File: src/rtl/vga_timing_gen_if.sv
`default_nettype none
// ============================================================================
//  Module   : vga_timing_gen_if
//  Purpose  : Pixel stream handshake between the upstream pixel FIFO and the
//             VGA timing generator.
//  Signals  : pix_data  [23:0] upstream pixel {R,G,B}
//             pix_valid        upstream pixel available
//             pix_ready        pixel consumed this cycle (from the generator)
//  Modports : master - pixel source (FIFO side)
//             slave  - pixel sink   (timing generator side)
//  Revision : 1.0  initial release
// ============================================================================
interface vga_timing_gen_if;
    logic [23:0] pix_data;
    logic        pix_valid;
    logic        pix_ready;

    modport master (
        output pix_data,
        output pix_valid,
        input  pix_ready
    );

    modport slave (
        input  pix_data,
        input  pix_valid,
        output pix_ready
    );
endinterface
`default_nettype wire

File: src/rtl/vga_timing_gen.sv
`default_nettype none
// ============================================================================
//  Module   : vga_timing_gen
//  Purpose  : Video timing generator and pixel output stage. Produces HS/VS,
//             BLANK and registered RGB; in the active area pixels come either
//             from the upstream stream or from a built-in grid pattern.
//  Ports    : pixel_clk      pixel clock (only clock)
//             pixel_rst      asynchronous active-high reset
//             pattern_en     1 = grid test pattern, 0 = upstream stream
//             pix            pixel stream handshake (slave side)
//             frame_start    one-cycle pulse at frame origin
//             VGA_HS/VGA_VS  syncs, active low
//             VGA_BLANK      1 in the active area
//             VGA_R/G/B      pixel colour
//             underflow      sticky missing-pixel flag
//             underflow_cnt  saturating count of missing pixels
//  Revision : 1.0  initial release
// ============================================================================
module vga_timing_gen #(
    parameter int HDISP  = 800,
    parameter int HFP    = 40,
    parameter int HPULSE = 48,
    parameter int HBP    = 40,
    parameter int VDISP  = 480,
    parameter int VFP    = 13,
    parameter int VPULSE = 3,
    parameter int VBP    = 29
) (
    input  wire               pixel_clk,
    input  wire               pixel_rst,
    input  wire               pattern_en,
    vga_timing_gen_if.slave   pix,
    output logic              frame_start,
    output logic              VGA_HS,
    output logic              VGA_VS,
    output logic              VGA_BLANK,
    output logic [7:0]        VGA_R,
    output logic [7:0]        VGA_G,
    output logic [7:0]        VGA_B,
    output logic              underflow,
    output logic [15:0]       underflow_cnt
);

    localparam int c_HTOTAL = HFP + HPULSE + HBP + HDISP;
    localparam int c_VTOTAL = VFP + VPULSE + VBP + VDISP;
    localparam int c_HW     = $clog2(c_HTOTAL);
    localparam int c_VW     = $clog2(c_VTOTAL);

    localparam logic [c_HW-1:0] c_HLAST   = c_HW'(c_HTOTAL - 1);
    localparam logic [c_VW-1:0] c_VLAST   = c_VW'(c_VTOTAL - 1);
    localparam logic [c_HW-1:0] c_HSTART  = c_HW'(c_HTOTAL - HDISP);
    localparam logic [c_VW-1:0] c_VSTART  = c_VW'(c_VTOTAL - VDISP);
    localparam logic [c_HW-1:0] c_HS_BEG  = c_HW'(HFP);
    localparam logic [c_HW-1:0] c_HS_END  = c_HW'(HFP + HPULSE);
    localparam logic [c_VW-1:0] c_VS_BEG  = c_VW'(VFP);
    localparam logic [c_VW-1:0] c_VS_END  = c_VW'(VFP + VPULSE);

    logic [c_HW-1:0] r_hcnt;
    logic [c_VW-1:0] r_vcnt;

    logic            r_hs;
    logic            r_vs;
    logic            r_blank;
    logic            r_fs;
    logic [23:0]     r_rgb;
    logic            r_uf;
    logic [15:0]     r_ucnt;

    logic            w_active;
    logic            w_hsync;
    logic            w_vsync;
    logic [3:0]      w_x_lo;
    logic [3:0]      w_y_lo;
    logic            w_grid;
    logic [23:0]     w_rgb;
    logic            w_miss;

    // ------------------------------------------------------------------
    // Pixel / line counters
    // ------------------------------------------------------------------
    always_ff @(posedge pixel_clk or posedge pixel_rst) begin
        if (pixel_rst) begin
            r_hcnt <= '0;
            r_vcnt <= '0;
        end else if (r_hcnt == c_HLAST) begin
            r_hcnt <= '0;
            r_vcnt <= (r_vcnt == c_VLAST) ? '0 : r_vcnt + c_VW'(1);
        end else begin
            r_hcnt <= r_hcnt + c_HW'(1);
        end
    end

    // ------------------------------------------------------------------
    // Decode of the current counter state
    // ------------------------------------------------------------------
    assign w_active = (r_hcnt >= c_HSTART) && (r_vcnt >= c_VSTART);
    assign w_hsync  = (r_hcnt >= c_HS_BEG) && (r_hcnt < c_HS_END);
    assign w_vsync  = (r_vcnt >= c_VS_BEG) && (r_vcnt < c_VS_END);

    // Only the low nibble of the pixel coordinate matters for the grid, and
    // the subtraction is exact modulo 16, so it is done on 4 bits.
    assign w_x_lo   = r_hcnt[3:0] - c_HSTART[3:0];
    assign w_y_lo   = r_vcnt[3:0] - c_VSTART[3:0];
    assign w_grid   = (w_x_lo == 4'd0) || (w_y_lo == 4'd0);

    assign pix.pix_ready = w_active & ~pattern_en;

    always_comb begin
        w_rgb  = 24'h000000;
        w_miss = 1'b0;
        if (w_active) begin
            if (pattern_en) begin
                w_rgb = w_grid ? 24'hFFFFFF : 24'h000000;
            end else if (pix.pix_valid) begin
                w_rgb = pix.pix_data;
            end else begin
                w_miss = 1'b1;
            end
        end
    end

    // ------------------------------------------------------------------
    // Output registers: everything describes the counter state of the
    // previous cycle, so all pins stay mutually aligned.
    // ------------------------------------------------------------------
    always_ff @(posedge pixel_clk or posedge pixel_rst) begin
        if (pixel_rst) begin
            r_hs    <= 1'b1;
            r_vs    <= 1'b1;
            r_blank <= 1'b0;
            r_fs    <= 1'b0;
            r_rgb   <= 24'h000000;
            r_uf    <= 1'b0;
            r_ucnt  <= 16'h0000;
        end else begin
            r_hs    <= ~w_hsync;
            r_vs    <= ~w_vsync;
            r_blank <= w_active;
            r_fs    <= (r_hcnt == '0) && (r_vcnt == '0);
            r_rgb   <= w_rgb;
            if (w_miss) begin
                r_uf <= 1'b1;
                if (r_ucnt != 16'hFFFF) begin
                    r_ucnt <= r_ucnt + 16'd1;
                end
            end
        end
    end

    assign frame_start   = r_fs;
    assign VGA_HS        = r_hs;
    assign VGA_VS        = r_vs;
    assign VGA_BLANK     = r_blank;
    assign VGA_R         = r_rgb[23:16];
    assign VGA_G         = r_rgb[15:8];
    assign VGA_B         = r_rgb[7:0];
    assign underflow     = r_uf;
    assign underflow_cnt = r_ucnt;

endmodule
`default_nettype wire

File: src/flat_wrapper.sv
// flat-port wrapper written by rule: the top's interface ports become plain ports
module vga_timing_gen_flat 
#(
    parameter int HDISP  = 800,
    parameter int HFP    = 40,
    parameter int HPULSE = 48,
    parameter int HBP    = 40,
    parameter int VDISP  = 480,
    parameter int VFP    = 13,
    parameter int VPULSE = 3,
    parameter int VBP    = 29
)
  (pixel_clk, pixel_rst, pattern_en, frame_start, VGA_HS, VGA_VS, VGA_BLANK, VGA_R, VGA_G, VGA_B, underflow, underflow_cnt, pix_pix_data, pix_pix_valid, pix_pix_ready);
  vga_timing_gen_if pix_i ();
  input  wire pixel_clk;
  input  wire pixel_rst;
  input  wire pattern_en;
  output logic frame_start;
  output logic VGA_HS;
  output logic VGA_VS;
  output logic VGA_BLANK;
  output logic [7:0] VGA_R;
  output logic [7:0] VGA_G;
  output logic [7:0] VGA_B;
  output logic underflow;
  output logic [15:0] underflow_cnt;
  input wire logic [$bits(pix_i.pix_data)-1:0] pix_pix_data;
  input wire logic [$bits(pix_i.pix_valid)-1:0] pix_pix_valid;
  output wire logic [$bits(pix_i.pix_ready)-1:0] pix_pix_ready;
  assign pix_i.pix_data = pix_pix_data;
  assign pix_i.pix_valid = pix_pix_valid;
  assign pix_pix_ready = pix_i.pix_ready;
  vga_timing_gen #(.HDISP(HDISP), .HFP(HFP), .HPULSE(HPULSE), .HBP(HBP), .VDISP(VDISP), .VFP(VFP), .VPULSE(VPULSE), .VBP(VBP)) u_core (.pixel_clk(pixel_clk), .pixel_rst(pixel_rst), .pattern_en(pattern_en), .pix(pix_i), .frame_start(frame_start), .VGA_HS(VGA_HS), .VGA_VS(VGA_VS), .VGA_BLANK(VGA_BLANK), .VGA_R(VGA_R), .VGA_G(VGA_G), .VGA_B(VGA_B), .underflow(underflow), .underflow_cnt(underflow_cnt));
endmodule
File: config.mk
export PLATFORM = sky130hd
export DESIGN_NAME = vga_timing_gen_flat
export DESIGN_NICKNAME = d
export VERILOG_FILES = /design/src/rtl/vga_timing_gen_if.sv /design/src/rtl/vga_timing_gen.sv /design/src/flat_wrapper.sv
export SDC_FILE = /design/constraint.sdc
export NUM_CORES = 1
export LEC_CHECK = 0
export ABC_AREA = 0
export CELL_PAD_IN_SITES_DETAIL_PLACEMENT = 1
export CELL_PAD_IN_SITES_GLOBAL_PLACEMENT = 2
export CORE_ASPECT_RATIO = 0.9
export CORE_MARGIN = 3
export CORE_UTILIZATION = 33
export DETAILED_ROUTE_END_ITERATION = 10
export GPL_ROUTABILITY_DRIVEN = 0
export PLACE_DENSITY_LB_ADDON = 0.1
export SETUP_SLACK_MARGIN = 0.1
export SLEW_MARGIN = 20
export SYNTH_ARGS = -nofsm -noshare
export SYNTH_HDL_FRONTEND = slang
export SYNTH_SLANG_ARGS = --single-unit
File: constraint.sdc
create_clock -name pixel_clk -period 6.55 [get_ports pixel_clk]
set_input_delay 1.31 -clock pixel_clk [delete_from_list [all_inputs] [get_ports pixel_clk]]
set_output_delay 1.31 -clock pixel_clk [all_outputs]
set_load 0.02 [all_outputs]
After elaboration in Yosys (flattened, before gate mapping):

Cells that the tools add are included.

* bits in registers: 65
* bits in read-only memories: 0
* logic and storage cells: 45
* memories kept: 0
* input port bits: 28
* output and inout port bits: 46
* bits in latches: 0
* bits in writable memories: 0

* add/sub/neg operators: 4
* reduce and logical (&&, ||, !) cells: 10
* bitwise logic cells: 4
* multiply operators: 0
* multiplexer cells: 9
* equal/unequal tests: 3
* shifts and indexed selects: 0
* div/mod/pow operators: 0
* $lt $le $gt $ge: 6

Operator list (number)
* 24-bit two-way mux: 4
* 10-bit by 1-bit adder with 10-bit output, second input constant: 2
* 10-bit == test, second input constant: 2
* 10-bit by 6-bit greater-or-equal comparator with 1-bit output, second input constant: 2
* 10-bit logical NOT: 2
* 10-bit two-way mux: 2
* 16-bit by 1-bit adder with 16-bit output, second input constant: 1
* 16-bit inequality test, second input constant: 1
* 10-bit by 4-bit greater-or-equal comparator with 1-bit output, second input constant: 1
* 10-bit by 8-bit greater-or-equal comparator with 1-bit output, second input constant: 1
* 10-bit by 5-bit < comparator with 1-bit output, second input constant: 1
* 10-bit by 7-bit < comparator with 1-bit output, second input constant: 1
* 4-bit logical NOT: 2
* 1-bit logical AND: 4
* 4-bit subtractor, second input constant: 1
* 1-bit two-way mux: 3
* 1-bit NOT: 3
* 2-bit AND reduction: 1
* 1-bit bitwise AND: 1
* 1-bit logical OR: 1

Depth between registers and ports, before layout:

Gate-level depths: netlist (run 1).

* depth in word-level cells: 6
* depth in mapped cells: 8
* gate-level depth less buffers: 8

Least setup slack after synthesis (run 1):

OpenSTA, ideal clock, no wires.

* path kind: in2out
* start point: input port pattern_en
* end point: output port pix_pix_ready
* arrival: 1.920 ns
* data required time: 5.240 ns
* slack: 3.320 ns
* buffers on the path: 2
* stages: 3
* cell sequence: buf_6 clkbuf_1 nor2_1

* cells in the longest elaborated chain, start to end: 2

RTL lines
* from (decl): line flat_wrapper.sv:17 `input wire pattern_en;`
* 1-bit NOT: line vga_timing_gen.sv:106 `assign pix.pix_ready = w_active & ~pattern_en;`
* 1-bit bitwise AND: line vga_timing_gen.sv:106
* to (decl): line flat_wrapper.sv:29 `output wire logic [$bits(pix_i.pix_ready)-1:0] pix_pix_ready;`

No other way between the ends.

Worst setup path after layout (run 1):

* start point: register u_core.r_vcnt[0]
* end point: output port pix_pix_ready

* cells in the longest elaborated chain, start to end: 3

RTL lines
* from (decl): line vga_timing_gen.sv:59 `logic [c_VW-1:0] r_vcnt;`
* from (signal assigned): line vga_timing_gen.sv:87 `r_vcnt <= (r_vcnt == c_VLAST) ? '0 : r_vcnt + c_VW'(1);`
* 10-bit by 6-bit greater-or-equal comparator with 1-bit output: line vga_timing_gen.sv:96 `assign w_active = (r_hcnt >= c_HSTART) && (r_vcnt >= c_VSTART);`
* 1-bit logical AND: line vga_timing_gen.sv:96
* 1-bit bitwise AND: line vga_timing_gen.sv:106

No other way between the ends.

==> impl_metrics.csv, run 1 <==
group,metric,value,unit
clock_network,path_clk_slew,0.08,ns
synth,netlist.area_leader.share,53.0,%
clock_network,numCtsBuffers,9,
clock_network,cts_resized,0,
grt,grt_max_degree,66,
critical_path,crit_chain,"inv_1 -> ha_1 -> nor2b_1 -> or3b_2 -> a21o_1 -> nor2_1 -> clkdlybuf4s50_1",
route,viasPerCell,4.88,
grt,antenna_found_initial,0,
cells_and_area,fin_util,46.0,%
cells_and_area,nFillCells,977,
floorplanning,io_pins,74,
synth,synth_cells,288,
power,peakVddDrop,0.0000782,V
synth,synth.avg_cell_area,10.3,um2
sta,max_freq,0.241,GHz
critical_path,setup.worst_path.end_class,"output port",
route,wl,7450,um
hold_path,hp-class,"flip-flop to flip-flop",
route,drc,0,
synth,yosys.cell_types.count,42,
critical_path,crit_path_top_delay_cell,"clkdlybuf4s50_1",
cells_and_area,fin_area,0.00400,mm2
sta,rsz0062_at_grt,"false",
cells_and_area,multi_input_area,0.00122,mm2
synth,synth_edf_count,0,
floorplanning,initial_core_util,34.2,%
synth,synth_seq_cells,65,
clock_network,clock-sinks,65,
sta,hold_viol_final,0,
route,first_iter_violations,43,
clock_network,cts.htree.levels,3,
floorplanning,die_w,106,um
synth,synthArstFlopShare,100,%
critical_path,critPathLaunchType,"flip-flop",
critical_path,crit_arrival,2.84,ns
place,io_buffers,73,
sta,fin_setup_tns,0,ns
synth,ys_warn_count,0,
synth,synth_nets,324,
clock_network,cts_tree,"built",
place,place_area,0.00380,mm2
grt,grt_pass1_vias,2508,
clock_network,postCtsHoldBufs,0,
cells_and_area,antennaDiodeCount,0,
critical_path,crit_family,"buffers and inverters",
cells_and_area,drive_gt1_share,8.74,%
route,ant_nets,0,
power,p_leak,1.75,nW
grt,grt.total_usage,15.6,%
critical_path,critPathBufInv,2,
sta,min_period,4.15,ns
synth,synthFlopType,"dfrtp_1",
floorplanning,coreArea,0.00869,mm2
grt,overflow,0,
synth,mappedNetlistArea,0.00297,mm2
critical_path,crit_required,5.24,ns
cells_and_area,area_growth,34.6,%
sta,setup-violations-final,0,
floorplanning,die_area,0.0102,mm2
power,p_per_area,197,mW/mm2
job,drv_cap,0,
clock_network,cts.path.max_buffers,2,
outcome,status,"finished clean",
sta,slew_headroom,44.7,%
sta,tightest_slew,0.818,ns
grt,grt_pass1_wl,12500,um
clock_network,clkLatencyLatePin,0.35,ns
critical_path,crit_fanout,8,
route,num_vias,2369,
sta,finalCritPeriodShare,63.3,%
clock_network,cts_root_buffer,"clkbuf_8",
floorplanning,die_y,96.0,um
route,post_drt_wl_per_cell,15.4,um
cells_and_area,seq_area,0.00163,mm2
sta,clock_skew,0.0117,ns
synth,yosysTopAreaCell,"dfrtp_1",
place,dpl.hpwl,5190,um
critical_path,slowest_delay,0.61,ns
route,first_pass_iters,4,
floorplanning,num_rows,32,
synth,ys_seq_area_share,54.8,%
critical_path,crit_type,"flip-flop to output port",
sta,slew_violations,0,
clock_network,cts_setup_buffers,0,
cells_and_area,num-nets-final,397,
synth,synth.area.top_cells,"dfrtp_1 (53%), nor2_1 (5.6%), xnor2_1 (4.7%), a21oi_1 (4.4%), xor2_1 (3.8%)",
## synthesized netlist by cell type, drive strengths merged, types with 3 or more instances
master,instances
buf,5
and3,5
xor2,13
o21ai,5
xnor2,16
or3,3
nor3,7
ha,8
dfrtp,63
nand3,15
nand2,12
nor2,44
nor4,6
a21oi,26
clkbuf,9
nand4,14
inv,11
## cell families (layout without fill, tap and decap cells)
kind of cell               Yosys count  after routing  share of synthesized area, %
adders and majority gates            8              8                          3.37
DFF                                 65             65                          54.8
AOI/OAI and AO/OA                   40             40                          7.62
muxes                                1              1                         0.505
and+or+nand+nor                    120            120                          21.2
buffers and inverters               25            103                          4.00
xor gates and xnor gates            29             29                          8.54
## cell usage in the layout (no fill, tap or decap), types with 2 or more instances in the layout
master,synthesis,routed
dfrtp_1,63,63
or3_1,3,3
dfstp_2,2,2
inv_1,11,10
nand3_1,15,15
ha_1,8,8
a21oi_1,26,26
and3_1,3,3
nand2_1,12,12
and2_1,2,2
a21o_1,2,2
nand4_1,13,13
a31o_2,2,2
nor3_1,7,7
a211oi_1,2,2
clkdlybuf4s50_1,0,73
buf_4,0,3
inv_6,0,2
nor2_1,44,44
xnor2_1,16,16
nor2b_1,2,2
o21ai_0,5,5
clkbuf_8,0,9
xor2_1,13,13
clkinvlp_4,0,3
nor4_1,5,5
## per-stage QoR
step	setup WS, ns	power, mW	hold slack [ns]	cells
after detailed placement	2.55	0.446	0.451	469
final	2.40	0.790	0.460	485
after global routing	2.24	0.824	0.509	485
after global placement	2.56	0.446	0.445	469
after floorplan	3.32	0.425	0.454	288
after CTS	2.37	0.802	0.468	485
## cell type report
cell class	instances	area share, %
Sequential cell	65	40.7
Multi-Input combinational cell	198	30.6
Timing Repair Buffer	76	18.8
Tap cell	119	3.72
Clock buffer	9	3.10
Clock inverter	7	1.97
Inverter	11	1.03
## report_power, final
group	internal (mW)	switching (mW)	total, mW
clock	0.179	0.174	0.353
combinational	0.0180	0.0180	0.0360
sequential	0.401	0	0.401
total	0.598	0.192	0.790
## path summary, 6_finish.rpt
check,from,slack (ns),to,cells past startpoint
max,u_core.r_vcnt[0],2.40,pix_pix_ready,7
min,u_core.underflow,0.46,u_core.underflow,1
max reg2reg,u_core.r_hcnt[0],3.71,u_core.r_vcnt[9],6
min reg2reg,u_core.underflow,0.46,u_core.underflow,1
max in group asynchronous,pixel_rst,4.48,u_core.r_rgb[3],3
min in group asynchronous,pixel_rst,1.54,u_core.r_rgb[15],3
## state kept, by name, summed over array words and instances (netlist names)
register and count:
u_core.underflow_cnt 16, u_core.VGA_VS 1, u_core.VGA_BLANK 1, u_core.underflow 1, u_core.r_hcnt 10, u_core.r_rgb 24
u_core.VGA_HS 1, u_core.frame_start 1, u_core.r_vcnt 10
## per-layer routing
layer	vias up	track usage, %	wire length, um
met5	-	0	0
met4	0	5.72	116
met3	12	6.71	558
met2	50	24.7	3350
met1	1172	19.2	3420
li1	1135	-	-
No activity file was read; power rests on OpenSTA's default activity.
==> inputs of run 2 (changes only) <==
Settings changed: CORE_UTILIZATION 33 to 27.
Clock period 6.55 ns to 3.75 ns, I/O delays scaled along.
==> run 2 against run 1 <==
  * Clock-buffer cell count rose by 4
  * Hold slack got worse by 0.0047 ns
  * Non-clock buffer count rose by 1
  * Largest power group is now clock
  * Largest cell class unchanged
==> impl_metrics.csv, run 2 (same netlist as run 1, synthesis figures left out) <==
group,metric,value,unit
outcome,status,"finished clean",
place,io_buffers,73,
clock_network,cts_root_buffer,"clkbuf_16",
sta,min_period,3.19,ns
clock_network,clkLatencyLatePin,0.32,ns
sta,finalCritPeriodShare,85.1,%
clock_network,postCtsHoldBufs,0,
floorplanning,die_area,0.0123,mm2
sta,fin_ws,0.559,ns
clock_network,cts_tree,"built",
sta,tightest_slew,0.842,ns
floorplanning,die_w,117,um
cells_and_area,area_growth,38.2,%
clock_network,cts.path.max_buffers,2,
critical_path,r2r_slack,1.17,ns
critical_path,r2r_cells,8,
sta,slew_headroom,43.0,%
sta,rsz0062_at_grt,"false",
hold_path,hp-class,"flip-flop to flip-flop",
power,p_leak,1.83,nW
sta,hold_viol_final,0,
critical_path,crit_fanout,8,
clock_network,cts.htree.levels,3,
clock_network,clock-sinks,65,
cells_and_area,stdcell_count,496,
clock_network,path_clk_slew,0.05,ns
grt,overflow,0,
sta,clock_skew,0.00652,ns
critical_path,crit_required,3.00,ns
hold_path,hold_path_startpoint,"u_core.underflow",
place,pre_cts_slack,0.506,ns
critical_path,r2r-end,"u_core.underflow_cnt[1]",
hold_path,min_path_cells,1,
power,peakVddDrop,0.000191,V
place,dpl.hpwl,5790,um
route,viasPerCell,4.76,
cells_and_area,drive_gt1_share,8.45,%
sta,setup-violations-final,0,
sta,fin_setup_tns,0,ns
grt,grt_max_degree,36,
clock_network,cts_resized,0,
job,drv_cap,0,
floorplanning,coreArea,0.0105,mm2
grt,grt_pass1_vias,2512,
sta,max_freq,0.313,GHz
cells_and_area,top_register,"u_core.r_rgb",
power,p_per_area,376,mW/mm2
critical_path,crit_type,"flip-flop to output port",
sta,slew_violations,0,
cells_and_area,largest_register_ffs,24,
grt,antenna_found_initial,0,
critical_path,setup.worst_path.end_class,"output port",
route,first_iter_violations,83,
cells_and_area,mostFrequentLayoutCells,"clkdlybuf4s50_1 (72), dfrtp_1 (63), nor2_1 (44)",
grt,grt_pass1_wl,13500,um
cells_and_area,antennaDiodeCount,0,
route,wl,8200,um
clock_network,cts_setup_buffers,0,
route,post_drt_wl_per_cell,16.5,um
grt,grt.total_usage,14.3,%
cells_and_area,fin_area,0.00411,mm2
power,power.total,1.54,mW
place,dp.cells,480,
floorplanning,initial_core_util,28.4,%
route,first_pass_iters,4,
hold_path,hold_end,"u_core.underflow",
place,place_area,0.00383,mm2
route,num_vias,2360,
critical_path,rr_startpoint,"u_core.r_vcnt[0]",
floorplanning,io_pins,74,
critical_path,critPathLaunchType,"flip-flop",
clock_network,numCtsBuffers,9,
route,ant_nets,0,
cells_and_area,layout_commonest_cell,"clkdlybuf4s50_1",
cells_and_area,num-nets-final,398,
cells_and_area,nFillCells,1142,
critical_path,crit_arrival,2.44,ns
floorplanning,die_y,106,um
route,drc,0,
floorplanning,num_rows,35,
run 2: changes by cell type in the layout (fill, tap and decap cells not counted), moves of 2 or more:
| cell | before | now |
|---|---|---|
| clkbuf_1 | 0 | 2 |
| clkbuf_16 | 0 | 9 |
| clkbuf_8 | 9 | 2 |
| clkinv_2 | 0 | 3 |
| clkinvlp_4 | 3 | 0 |
| inv_6 | 2 | 0 |
run 2: metal layers:
metal	vias to the layer above	GRT usage (%)	wire length, um
met4	0	5.16	87
met1	1174	18.3	3670
met3	9	5.68	557
li1	1132	-	-
met5	-	0	0
met2	45	21.8	3880
run 2: stage by stage:
| stage | hold WS (ns) | utilization, % |
|---|---|---|
| 6_report | 0.456 | 39.2 |
| 5_1_grt | 0.490 | 39.2 |
| 4_1_cts | 0.464 | 39.2 |
| 3_5_place_dp | 0.449 | 36.6 |
| 3_3_place_gp | 0.463 | 36.6 |
| 2_1_floorplan | 0.454 | - |
run 2: worst max-delay path by stage:
stage,from,endpoint,slack [ns],depth (start not counted)
floorplan,u_core.r_vcnt[0],pix_pix_ready,1.14,6
global placement,u_core.r_vcnt[0],pix_pix_ready,0.56,7
detailed placement,u_core.r_vcnt[0],pix_pix_ready,0.51,7
CTS,u_core.r_vcnt[0],pix_pix_ready,0.14,7
global route,u_core.r_vcnt[0],pix_pix_ready,0.36,7
finish,u_core.r_vcnt[0],pix_pix_ready,0.56,7
run 2: power breakdown:
| group | leakage, nW | internal, mW | switching, mW | total (mW) |
|---|---|---|---|---|
| Clock | 0.139 | 0.480 | 0.296 | 0.776 |
| Sequential | 0.882 | 0.702 | 0 | 0.702 |
| Combinational | 0.805 | 0.0330 | 0.0324 | 0.0654 |
run 2: area by class of cell:
| class | instances | area, um2 | area share (%) |
|---|---|---|---|
| Multi-Input combinational cell | 198 | 1220 | 29.8 |
| Inverter | 11 | 41.3 | 1.01 |
| Timing Repair Buffer | 77 | 776 | 18.9 |
| Clock inverter | 3 | 15.0 | 0.366 |
| Clock buffer | 13 | 260 | 6.34 |
| Tap cell | 129 | 161 | 3.93 |
| Sequential cell | 65 | 1630 | 39.7 |
run 2: worst max-delay path, stage by stage, from the launching register on:
cell,delay (ns)
dfrtp_1,0.44
inv_1,0.15
ha_1,0.26
nor2b_1,0.15
or3b_2,0.47
a21o_1,0.28
nor2_1,0.13
dlymetal6s2s_1,0.24
==> inputs of run 3 (changes only) <==
--- a/config.mk
+++ b/config.mk
@@ -7,9 +7,9 @@
 export LEC_CHECK = 0
 export ABC_AREA = 0
-export CELL_PAD_IN_SITES_DETAIL_PLACEMENT = 1
-export CELL_PAD_IN_SITES_GLOBAL_PLACEMENT = 2
+export CELL_PAD_IN_SITES_DETAIL_PLACEMENT = 0
+export CELL_PAD_IN_SITES_GLOBAL_PLACEMENT = 1
 export CORE_ASPECT_RATIO = 0.9
 export CORE_MARGIN = 3
-export CORE_UTILIZATION = 27
+export CORE_UTILIZATION = 34
 export DETAILED_ROUTE_END_ITERATION = 10
 export GPL_ROUTABILITY_DRIVEN = 0
==> constraint.sdc (replaced) <==
create_clock -name pixel_clk -period 3.75 [get_ports pixel_clk]
set_input_delay 0.9375 -clock pixel_clk [delete_from_list [all_inputs] [get_ports pixel_clk]]
set_output_delay 0.9375 -clock pixel_clk [all_outputs]
set_load 0.02 [all_outputs]
==> run 3 against run 2 <==
  * Non-clock buffer count grew 1
  * First-iteration DRC count grew 8.4%
  * Clock-buffer cell count grew 1
  * Sequential cell count did not move
==> impl_metrics.csv, run 3 (same netlist as run 1, synthesis figures left out) <==
group,metric,value,unit
place,io_buffers,73,
grt,grtUsageMet1,19.5,%
power,peakVddDrop,0.000172,V
route,viasPerCell,4.80,
clock_network,path_clk_slew,0.07,ns
route,first_iter_violations,90,
cells_and_area,num-nets-final,399,
critical_path,rr_startpoint,"u_core.r_vcnt[0]",
floorplanning,io_pins,74,
cells_and_area,nFillCells,773,
grt,grt_pass1_wl,11400,um
power,p_comb_share,4.7,%
floorplanning,die_area,0.00990,mm2
clock_network,cts_root_buffer,"clkbuf_8",
place,dpl.hpwl,4890,um
floorplanning,die_w,105,um
job,drv_cap,0,
critical_path,crit_type,"flip-flop to output port",
route,wl,6860,um
cells_and_area,top_register,"u_core.r_rgb",
clock_network,clock-sinks,65,
grt,use_met2,21.3,%
grt,antenna_found_initial,0,
grt,busiest_layer,"met2",
sta,rsz0062_at_grt,"false",
sta,setup-violations-final,0,
cells_and_area,fin_util,48.7,%
power,swShare,20.8,%
sta,slew_headroom,52.6,%
grt,use_met3,6.70,%
outcome,status,"finished clean",
critical_path,critPathLaunchType,"flip-flop",
floorplanning,die_y,94.7,um
clock_network,numCtsBuffers,9,
grt,overflow,0,
floorplanning,initial_core_util,36.0,%
sta,clock_skew,0.00931,ns
critical_path,crit_arrival,2.50,ns
power,pwr-share-seq,50.7,%
sta,slew_violations,0,
grt,grt_max_degree,35,
critical_path,r2r_cells,8,
clock_network,cts.path.max_buffers,2,
power,p_leak,1.78,nW
critical_path,r2r_slack,1.23,ns
clock_network,cts_tree,"built",
route,first_pass_iters,4,
cells_and_area,antennaDiodeCount,0,
critical_path,crit_path_start,"u_core.r_vcnt[0]",
hold_path,hp-class,"flip-flop to flip-flop",
sta,fin_ws,0.313,ns
sta,hold_viol_final,0,
power,p_switching,0.288,mW
power,intPower,1.10,mW
sta,finalCritPeriodShare,91.6,%
cells_and_area,largest_register_ffs,24,
clock_network,clkLatencyLatePin,0.33,ns
cells_and_area,drive_gt1_share,8.70,%
sta,max_freq,0.291,GHz
route,post_drt_wl_per_cell,14.2,um
cells_and_area,area_growth,35.4,%
sta,min_period,3.44,ns
sta,hold_ws,0.462,ns
power,p_per_area,344,mW/mm2
hold_path,min_path_cells,1,
route,drc,0,
critical_path,r2r-end,"u_core.underflow_cnt[1]",
power,p_clk_share,44.7,%
sta,fin_setup_tns,0,ns
critical_path,crit_fanout,8,
grt,grt_pass1_vias,2237,
grt,grt.total_usage,14.6,%
cells_and_area,mostFrequentLayoutCells,"clkdlybuf4s50_1 (72), dfrtp_1 (63), nor2_1 (44)",
floorplanning,coreArea,0.00826,mm2
clock_network,postCtsHoldBufs,0,
critical_path,crit_required,2.81,ns
route,ant_nets,0,
clock_network,cts.htree.levels,3,
floorplanning,num_rows,31,
route,num_vias,2318,
critical_path,setup.worst_path.end_class,"output port",
cells_and_area,layout_commonest_cell,"clkdlybuf4s50_1",
critical_path,crit_end,"pix_pix_ready",
place,pre_cts_slack,0.360,ns
sta,tightest_slew,0.710,ns
[run 3: cell types whose count changed in the layout (fill, tap and decap cells not counted), sizes merged]
cell / delta
clkbuf: +1
dlygate4sd2: +1
dlymetal6s2s: -1
bufinv: +1
buf: +1
clkinv: -2
[run 3: layer usage]
metal  wire [um]  vias to the layer above
li1            -                     1144
met1        3250                     1117
met2        3010                       53
met3         532                        4
met4          62                        0
met5           0                        -
[run 3: how the worst min path moves through the flow]
stage | start | to | slack, ns
2_1_floorplan | u_core.r_hcnt[0] | u_core.r_hcnt[0] | 0.45
3_3_place_gp | u_core.underflow | u_core.underflow | 0.44
3_5_place_dp | u_core.underflow | u_core.underflow | 0.45
4_1_cts | u_core.underflow | u_core.underflow | 0.47
5_1_grt | u_core.underflow | u_core.underflow | 0.50
6_report | u_core.underflow | u_core.underflow | 0.46
[run 3: critical path, stage by stage (launching register included)]
cell and delay (ns):
dfrtp_1 0.43, inv_1 0.14, ha_1 0.26, nor2b_1 0.14, or3b_2 0.48, a21o_1 0.26
nor2_1 0.10, dlygate4sd2_1 0.36
[run 3: repair_timing]
| item | in CTS | in global routing |
|---|---|---|
| gates resized for setup | 1 | 0 |
| setup buffers | 0 | 0 |
| endpoints found under the setup margin | 1 | 0 |
[run 3: layout make-up]
class | instances | area, um2 | share of cell area, %
Inverter | 11 | 41.3 | 1.03
Tap cell | 115 | 144 | 3.57
Multi-Input combinational cell | 198 | 1220 | 30.4
Clock buffer | 14 | 173 | 4.29
Clock inverter | 2 | 35.0 | 0.870
Sequential cell | 65 | 1630 | 40.5
Timing Repair Buffer | 78 | 779 | 19.4
[run 3: power by group through the flow]
| stage | Clock, mW | Sequential [mW] | Combinational (mW) |
|---|---|---|---|
| 2_1_floorplan | 0 | 0.714 | 0.0281 |
| 3_3_place_gp | 0 | 0.714 | 0.0660 |
| 3_5_place_dp | 0 | 0.714 | 0.0661 |
| 4_1_cts | 0.637 | 0.701 | 0.0664 |
| 5_1_grt | 0.663 | 0.700 | 0.0724 |
| 6_report | 0.618 | 0.701 | 0.0647 |
[run 3: through the flow]
stage,area [um2],power (mW),cells
5_1_grt,4030,1.44,483
4_1_cts,4030,1.40,483
6_report,4030,1.38,483
2_1_floorplan,2970,0.742,288
3_3_place_gp,3820,0.780,467
3_5_place_dp,3820,0.780,467
